`src/rtl/result_drain_reader_pkg.sv`:
```
// Shared definitions for the results-SRAM drain reader.
//   - drain_state_t : FSM state encoding (IDLE, FETCH, FLUSH, FIN)
//   - PREFETCH_ENTRIES : fixed depth of the prefetch buffer
//   - lane_width()  : output lane width; DATA_BW when RESULT_CLIP_EN is
//                     defined, otherwise the raw partial-sum width
//   - sat_max()/sat_min() : signed saturation bounds for a given width
// Optional feature macro: RESULT_CLIP_EN
package result_drain_reader_pkg;

    typedef enum logic [1:0] {
        ST_IDLE,
        ST_FETCH,
        ST_FLUSH,
        ST_FIN
    } drain_state_t;

    localparam int unsigned PREFETCH_ENTRIES = 2;

    function automatic int unsigned lane_width(input int unsigned psum_bw,
                                               input int unsigned data_bw);
`ifdef RESULT_CLIP_EN
        lane_width = data_bw;
`else
        lane_width = psum_bw;
`endif
    endfunction

    function automatic int sat_max(input int unsigned bw);
        sat_max = (1 << (bw - 1)) - 1;
    endfunction

    function automatic int sat_min(input int unsigned bw);
        sat_min = -(1 << (bw - 1));
    endfunction

endpackage

```
`src/rtl/result_drain_reader_prefetch_buf.sv`:
```
// Two-entry FIFO holding {row, last} between the SRAM read port and the
// output stream.
// Ports:
//   clk, rst      : clock, synchronous active-high reset
//   push          : write push_row/push_last this cycle
//   pop           : remove head entry this cycle
//   head_row/last : current head entry (zero after reset)
//   count         : number of valid entries (0..2)
module result_prefetch_buf #(
    parameter int unsigned ROW_W = 384
) (
    input  logic             clk,
    input  logic             rst,
    input  logic             push,
    input  logic [ROW_W-1:0] push_row,
    input  logic             push_last,
    input  logic             pop,
    output logic [ROW_W-1:0] head_row,
    output logic             head_last,
    output logic [1:0]       count
);

    logic [ROW_W-1:0] row_q0;
    logic [ROW_W-1:0] row_q1;
    logic [1:0]       last_q;
    logic             wr_ptr;
    logic             rd_ptr;
    logic             do_push;
    logic             do_pop;

    assign do_pop  = pop && (count != 2'd0);
    // A full buffer may still accept a row when the head leaves the same cycle.
    assign do_push = push && ((count != 2'd2) || do_pop);

    assign head_row  = rd_ptr ? row_q1 : row_q0;
    assign head_last = last_q[rd_ptr];

    always_ff @(posedge clk) begin
        if (rst) begin
            row_q0 <= '0;
            row_q1 <= '0;
            last_q <= '0;
            wr_ptr <= 1'b0;
            rd_ptr <= 1'b0;
            count  <= 2'd0;
        end else begin
            if (do_push) begin
                if (wr_ptr) row_q1 <= push_row;
                else        row_q0 <= push_row;
                last_q[wr_ptr] <= push_last;
                wr_ptr <= ~wr_ptr;
            end
            if (do_pop) begin
                rd_ptr <= ~rd_ptr;
            end
            case ({do_push, do_pop})
                2'b10:   count <= count + 2'd1;
                2'b01:   count <= count - 2'd1;
                default: count <= count;
            endcase
        end
    end

endmodule

```
`src/rtl/result_drain_reader.sv`:
```
// Drains result rows from the results SRAM and streams them out over a
// valid/ready interface, one row per beat, bubble-free while m_ready holds.
// Ports:
//   clk, rst         : clock, synchronous active-high reset
//   start            : begin a drain (ignored while busy)
//   base_addr        : first row address, sampled on accepted start
//   num_rows         : rows to drain (0..2^ADDRESSSIZE)
//   sram_re/sram_addr: read strobe/address; sram_rdata valid one cycle later
//   m_valid/m_ready  : output handshake; m_data lane 0 in LSBs
//   m_last           : final beat of the drain
//   busy             : drain in progress (including the FIN cycle)
//   done             : one-cycle pulse after the last beat is accepted
// Optional feature macro: RESULT_CLIP_EN (signed-saturate lanes to DATA_BW)
module result_drain_reader
    import result_drain_reader_pkg::*;
#(
    parameter int unsigned ADDRESSSIZE    = 10,
    parameter int unsigned MATRIX_SIZE    = 16,
    parameter int unsigned PARTIAL_SUM_BW = 24,
    parameter int unsigned DATA_BW        = 8,
    parameter int unsigned PREFETCH_DEPTH = PREFETCH_ENTRIES
) (
    input  logic                                   clk,
    input  logic                                   rst,
    input  logic                                   start,
    input  logic [ADDRESSSIZE-1:0]                 base_addr,
    input  logic [ADDRESSSIZE:0]                   num_rows,
    output logic                                   sram_re,
    output logic [ADDRESSSIZE-1:0]                 sram_addr,
    input  logic [PARTIAL_SUM_BW*MATRIX_SIZE-1:0]  sram_rdata,
    output logic                                   m_valid,
    input  logic                                   m_ready,
    output logic [MATRIX_SIZE*lane_width(PARTIAL_SUM_BW, DATA_BW)-1:0] m_data,
    output logic                                   m_last,
    output logic                                   busy,
    output logic                                   done
);

    localparam int unsigned ROW_W = PARTIAL_SUM_BW * MATRIX_SIZE;

    drain_state_t           state;
    logic [ADDRESSSIZE:0]   reads_left;
    logic                   in_flight;
    logic                   in_flight_last;
    logic [1:0]             occupancy;
    logic [ROW_W-1:0]       head_row;
    logic                   head_last;
    logic                   pop;
    logic [2:0]             committed;
    logic                   last_read;

    assign m_valid = (occupancy != 2'd0);
    assign m_last  = head_last;
    assign pop     = m_valid && m_ready;

    // Rows held plus the row on its way back; a slot freed by this cycle's
    // pop counts as room, which keeps the stream bubble-free.
    assign committed = 3'(occupancy) + 3'(in_flight);
    assign sram_re   = (state == ST_FETCH) && (reads_left != '0) &&
                       (committed < (3'(PREFETCH_DEPTH) + 3'(pop)));
    assign last_read = (reads_left == (ADDRESSSIZE + 1)'(1));

    result_prefetch_buf #(
        .ROW_W (ROW_W)
    ) u_buf (
        .clk       (clk),
        .rst       (rst),
        .push      (in_flight),
        .push_row  (sram_rdata),
        .push_last (in_flight_last),
        .pop       (pop),
        .head_row  (head_row),
        .head_last (head_last),
        .count     (occupancy)
    );

    always_ff @(posedge clk) begin
        if (rst) begin
            state          <= ST_IDLE;
            sram_addr      <= '0;
            reads_left     <= '0;
            in_flight      <= 1'b0;
            in_flight_last <= 1'b0;
            busy           <= 1'b0;
            done           <= 1'b0;
        end else begin
            in_flight      <= sram_re;
            in_flight_last <= sram_re && last_read;
            done           <= 1'b0;

            if (sram_re) begin
                sram_addr  <= sram_addr + ADDRESSSIZE'(1);
                reads_left <= reads_left - (ADDRESSSIZE + 1)'(1);
            end

            case (state)
                ST_IDLE: begin
                    if (start) begin
                        sram_addr  <= base_addr;
                        reads_left <= num_rows;
                        busy       <= 1'b1;
                        if (num_rows == '0) begin
                            state <= ST_FIN;
                            done  <= 1'b1;
                        end else begin
                            state <= ST_FETCH;
                        end
                    end
                end
                ST_FETCH: begin
                    if (sram_re && last_read) state <= ST_FLUSH;
                end
                ST_FLUSH: begin
                    if (pop && head_last) begin
                        state <= ST_FIN;
                        done  <= 1'b1;
                    end
                end
                ST_FIN: begin
                    state <= ST_IDLE;
                    busy  <= 1'b0;
                end
                default: state <= ST_IDLE;
            endcase
        end
    end

`ifdef RESULT_CLIP_EN
    localparam logic signed [PARTIAL_SUM_BW-1:0] LANE_MAX = PARTIAL_SUM_BW'(sat_max(DATA_BW));
    localparam logic signed [PARTIAL_SUM_BW-1:0] LANE_MIN = PARTIAL_SUM_BW'(sat_min(DATA_BW));

    for (genvar i = 0; i < MATRIX_SIZE; i++) begin : g_clip
        logic signed [PARTIAL_SUM_BW-1:0] lane;
        assign lane = head_row[i*PARTIAL_SUM_BW +: PARTIAL_SUM_BW];
        assign m_data[i*DATA_BW +: DATA_BW] =
            (lane > LANE_MAX) ? LANE_MAX[DATA_BW-1:0] :
            (lane < LANE_MIN) ? LANE_MIN[DATA_BW-1:0] :
                                lane[DATA_BW-1:0];
    end
`else
    assign m_data = head_row;
`endif

endmodule

```
`config.mk`:
```
export PLATFORM = sky130hd
export DESIGN_NAME = result_drain_reader
export DESIGN_NICKNAME = d
export VERILOG_FILES = /design/src/rtl/result_drain_reader_pkg.sv /design/src/rtl/result_drain_reader_prefetch_buf.sv /design/src/rtl/result_drain_reader.sv
export SDC_FILE = /design/constraint.sdc
export NUM_CORES = 2
export LEC_CHECK = 0
export CELL_PAD_IN_SITES_DETAIL_PLACEMENT = 0
export CELL_PAD_IN_SITES_GLOBAL_PLACEMENT = 1
export CORE_MARGIN = 10
export CORE_UTILIZATION = 36
export CTS_BUF_LIST = sky130_fd_sc_hd__clkbuf_16
export CTS_CLUSTER_SIZE = 25
export DETAILED_ROUTE_END_ITERATION = 8
export HOLD_SLACK_MARGIN = 0.12
export PLACE_DENSITY_LB_ADDON = 0.1
export SYNTH_ARGS = -nofsm -noshare
export SYNTH_HDL_FRONTEND = slang
export SYNTH_SLANG_ARGS = --single-unit
```
`constraint.sdc`:
```
create_clock -name clk -period 2.2 [get_ports clk]
set_input_delay 0.44 -clock clk [delete_from_list [all_inputs] [get_ports clk]]
set_output_delay 0.44 -clock clk [all_outputs]
set_load 0.01 [all_outputs]
```
==> impl_metrics.toml <==
[synthesis]
synth.net_count = 4396
synth_area_per_cell_um2 = 8.16
synth-edff-count = 0
synthArstFlopShare_pct = 0
ys_seq_area_share_pct = 49.4
ys_types = 43
ys_ff_latch = 801
yosysTopAreaCell = "dfxtp_1"
syn_inst = 3976
synth.top_cells.by_area = "dfxtp_1, nand2_1, mux2_2"
synthFlopType = "dfxtp_1"
synth_warnings = 0
syn_area_um2 = 32400
synth_top_area_share_pct = 49.4

[detailed_routing]
drt_iter0_drc = 2001
wl_met3_um = 8710
routed_wl_um = 123000
firstDrtPassIters = 5
vias = 29425
top_layer_used = "met5"
detail_route.wl_per_cell_um = 20.4
ant_nets = 0
wl_met2_um = 61300
via_per_inst = 4.89
post-route-drc-count = 0
m1WireLength_um = 49500

[sta]
fmax_ghz = 0.358
slew_viol_final = 0
post-route-period-util_pct = 127
finalSetupViolations = 390
max_slew_margin_pct = 67.1
fin_crit_ns = 2.80
holdWs_ns = 0.176
rsz0062_at_grt = "true"
worstMarginPinSlew_ns = 0.493
hold_violations = 0
skew_ns = 0.0194
fin_ws_ns = -0.595

[grt]
grt_max_degree = 103
grt_pass1_vias = 28994
antenna_found_initial = 41
grt_use_total_pct = 22.7
grt_pass1_wl_um = 182000
grt_overflow = 0

[power]
switching_share_pct = 31.4
pwr-share-seq_pct = 38.0
power.leakage_nw = 17.1
power.internal_mw = 30.2
p_switching_mw = 13.8
p_clk_share_pct = 31.3
power.total_mw = 44.0
pwr_density_cell_nw_per_um2 = 957
vdd_drop_max_mv = 0.578
comb_power_share_pct = 30.7

[clock_network]
cts_hold_buffers = 0
numCtsBuffers = 91
cts_max_level = 3
clk_pin_slew_ns = 0.06
clk_path_buf_depth = 3
cts_tree = "built"
cts_sinks = 801
worst_skew_pair.late_latency_ns = 0.64
cts-root-buf = "clkbuf_16"

[floorplanning]
die_w_um = 320
design.die.area_um2 = 102000
start_util_pct = 36.1
io-pin-count = 808
die_h_um = 320
core_region_area_um2 = 89700
std_cell_rows = 110

[finish]
layout-drive-gt1-share_pct = 15.8
nNetsFinal = 5174
finalNonFillerCells = 6021
design_area_um2 = 46000
area_delta_synth_final_pct = 41.7

[setup_path]
crit_type = "flop to output port"
critPathBufInv = 3
slowest_stage = "clkdlybuf4s50_1"
crit_chain = "buf_12, buf_12, mux2_2, clkdlybuf4s50_1"
arrival_ns = 2.36
crit_family = "buffers and inverters"
worstPathRequired_ns = 1.76
cp-start-kind = "flop"
crit_top_cell = "buf_12"
cp_max_fo = 19
crit_path_max_incr_delay_ns = 0.49
end_kind = "output port"

[placement]
place_inst = 5829
placed_area_um2 = 43200
hpwlAfterDp_um = 89300
io_buffer_count = 807
post-place-ws_ns = -0.169
gp_congestion = 0.806

[hold_path]
hold_path.class = "input port to flop"

[run_status]
status = "finished, violations left"
violations = "negative setup slack"

[run]
drv_cap = 0
[final timing paths]
| path | cells past startpoint | from | end | slack (ns) |
|---|---|---|---|---|
| setup / recovery | 4 | u_buf.rd_ptr$_SDFFE_PP0P_ | m_data[128] | -0.60 |
| hold / removal | 2 | rst | u_buf.row_q0[323]$_SDFFE_PP0P_ | 0.18 |
| setup reg to reg | 9 | in_flight$_SDFF_PP0_ | reads_left[5]$_SDFF_PP0_ | 0.34 |
| hold reg to reg | 2 | u_buf.row_q1[130]$_SDFFE_PP0P_ | u_buf.row_q1[130]$_SDFFE_PP0P_ | 0.45 |
[power groups by stage]
stage                     logic [mW]  registers, mW  clock network (mW)
after floorplan                 6.74           16.8                   0
after global placement          13.6           17.0                   0
after detailed placement        13.6           17.0                   0
after CTS                       13.7           16.7                14.2
after global routing            14.6           16.9                14.8
final                           13.5           16.7                13.8
[cell families after synthesis]
group	after synthesis	share of synthesized area, %
AO/OA/AOI/OAI	822	12.8
XOR/XNOR	20	0.540
adder cells (fa/ha/maj)	11	0.424
buffers and inverters	313	4.19
flip-flops	801	49.4
multiplexers	387	13.4
AND/OR/NAND/NOR	1622	19.1
[metrics by stage]
stage	utilization, %	setup TNS [ns]
detailed placement	48.1	-31.96
global placement	48.1	-24.61
CTS	51.1	-211.79
floorplan	-	0
global route	51.2	-199.07
finish	51.2	-168.34
[worst reg2reg max path, delay by kind of cell, from the launching register on]
kind | cells | cell delay [ns]
and+or+nand+nor | 3 | 0.63
buffers and inverters | 2 | 0.21
AOI/OAI and AO/OA | 1 | 0.08
adders and majority gates | 2 | 0.35
xor gates and xnor gates | 1 | 0.15
DFF | 1 | 0.32
[metal layers]
| layer | GRT usage (%) | vias up |
|---|---|---|
| li1 | - | 14649 |
| met1 | 26.3 | 13876 |
| met2 | 39.0 | 700 |
| met3 | 7.15 | 164 |
| met4 | 8.12 | 36 |
| met5 | 0 | - |
[final cells by class]
| cell class | count | area (um2) |
|---|---|---|
| Antenna cell | 26 | 65.1 |
| Clock inverter | 65 | 329 |
| Sequential cell | 801 | 16000 |
| Tap cell | 1176 | 1470 |
| Fill cell | 8791 | 43800 |
| Timing Repair Buffer | 987 | 10500 |
| Inverter | 11 | 43.8 |
| Clock buffer | 93 | 2330 |
| Multi-Input combinational cell | 2862 | 15200 |
[registers in the layout, summed over array words and instances (netlist names)]
| name | cells |
|---|---|
| u_buf.last_q | 2 |
| u_buf.row_q1 | 384 |
| busy | 1 |
| done | 1 |
| u_buf.rd_ptr | 1 |
| sram_addr | 10 |
| u_buf.count | 2 |
| u_buf.wr_ptr | 1 |
| u_buf.row_q0 | 384 |
| reads_left | 11 |
| in_flight | 1 |
| state | 2 |
| in_flight_last | 1 |
[placed cells by master, fill, tap and decap left out, types with 19 or more instances in the layout]
master / instances
clkbuf_16: 94
buf_12: 89
nor2_1: 21
clkbuf_2: 29
nand2_1: 1560
buf_4: 90
o21ai_0: 19
dlymetal6s2s_1: 25
dlygate4sd2_1: 51
inv_1: 41
diode_2: 26
a21oi_1: 790
clkdlybuf4s50_1: 670
mux2_4: 35
dfxtp_1: 796
mux2_2: 351
[Yosys cell counts (3+ instances only)]
cell type and count:
inv_1 8, clkbuf_1 152, nor4_1 3, buf_2 146, nor3_1 7, nand2_1 1561
nand3_1 4, xnor2_1 12, dfxtp_1 801, o21ai_0 19, mux2_2 386, ha_1 11
and3_1 4, buf_1 4, a21oi_1 790, nor2_1 23, xor2_1 8, nand4_1 6
[repair_timing]
| item | CTS | global route |
|---|---|---|
| setup endpoints to repair | 391 | 393 |
| gates resized for setup | 168 | 128 |
| cloned | 0 | 1 |
| setup buffers | 2 | 5 |
| pin swaps | 0 | 3 |
(Power assumes the default switching activity.)
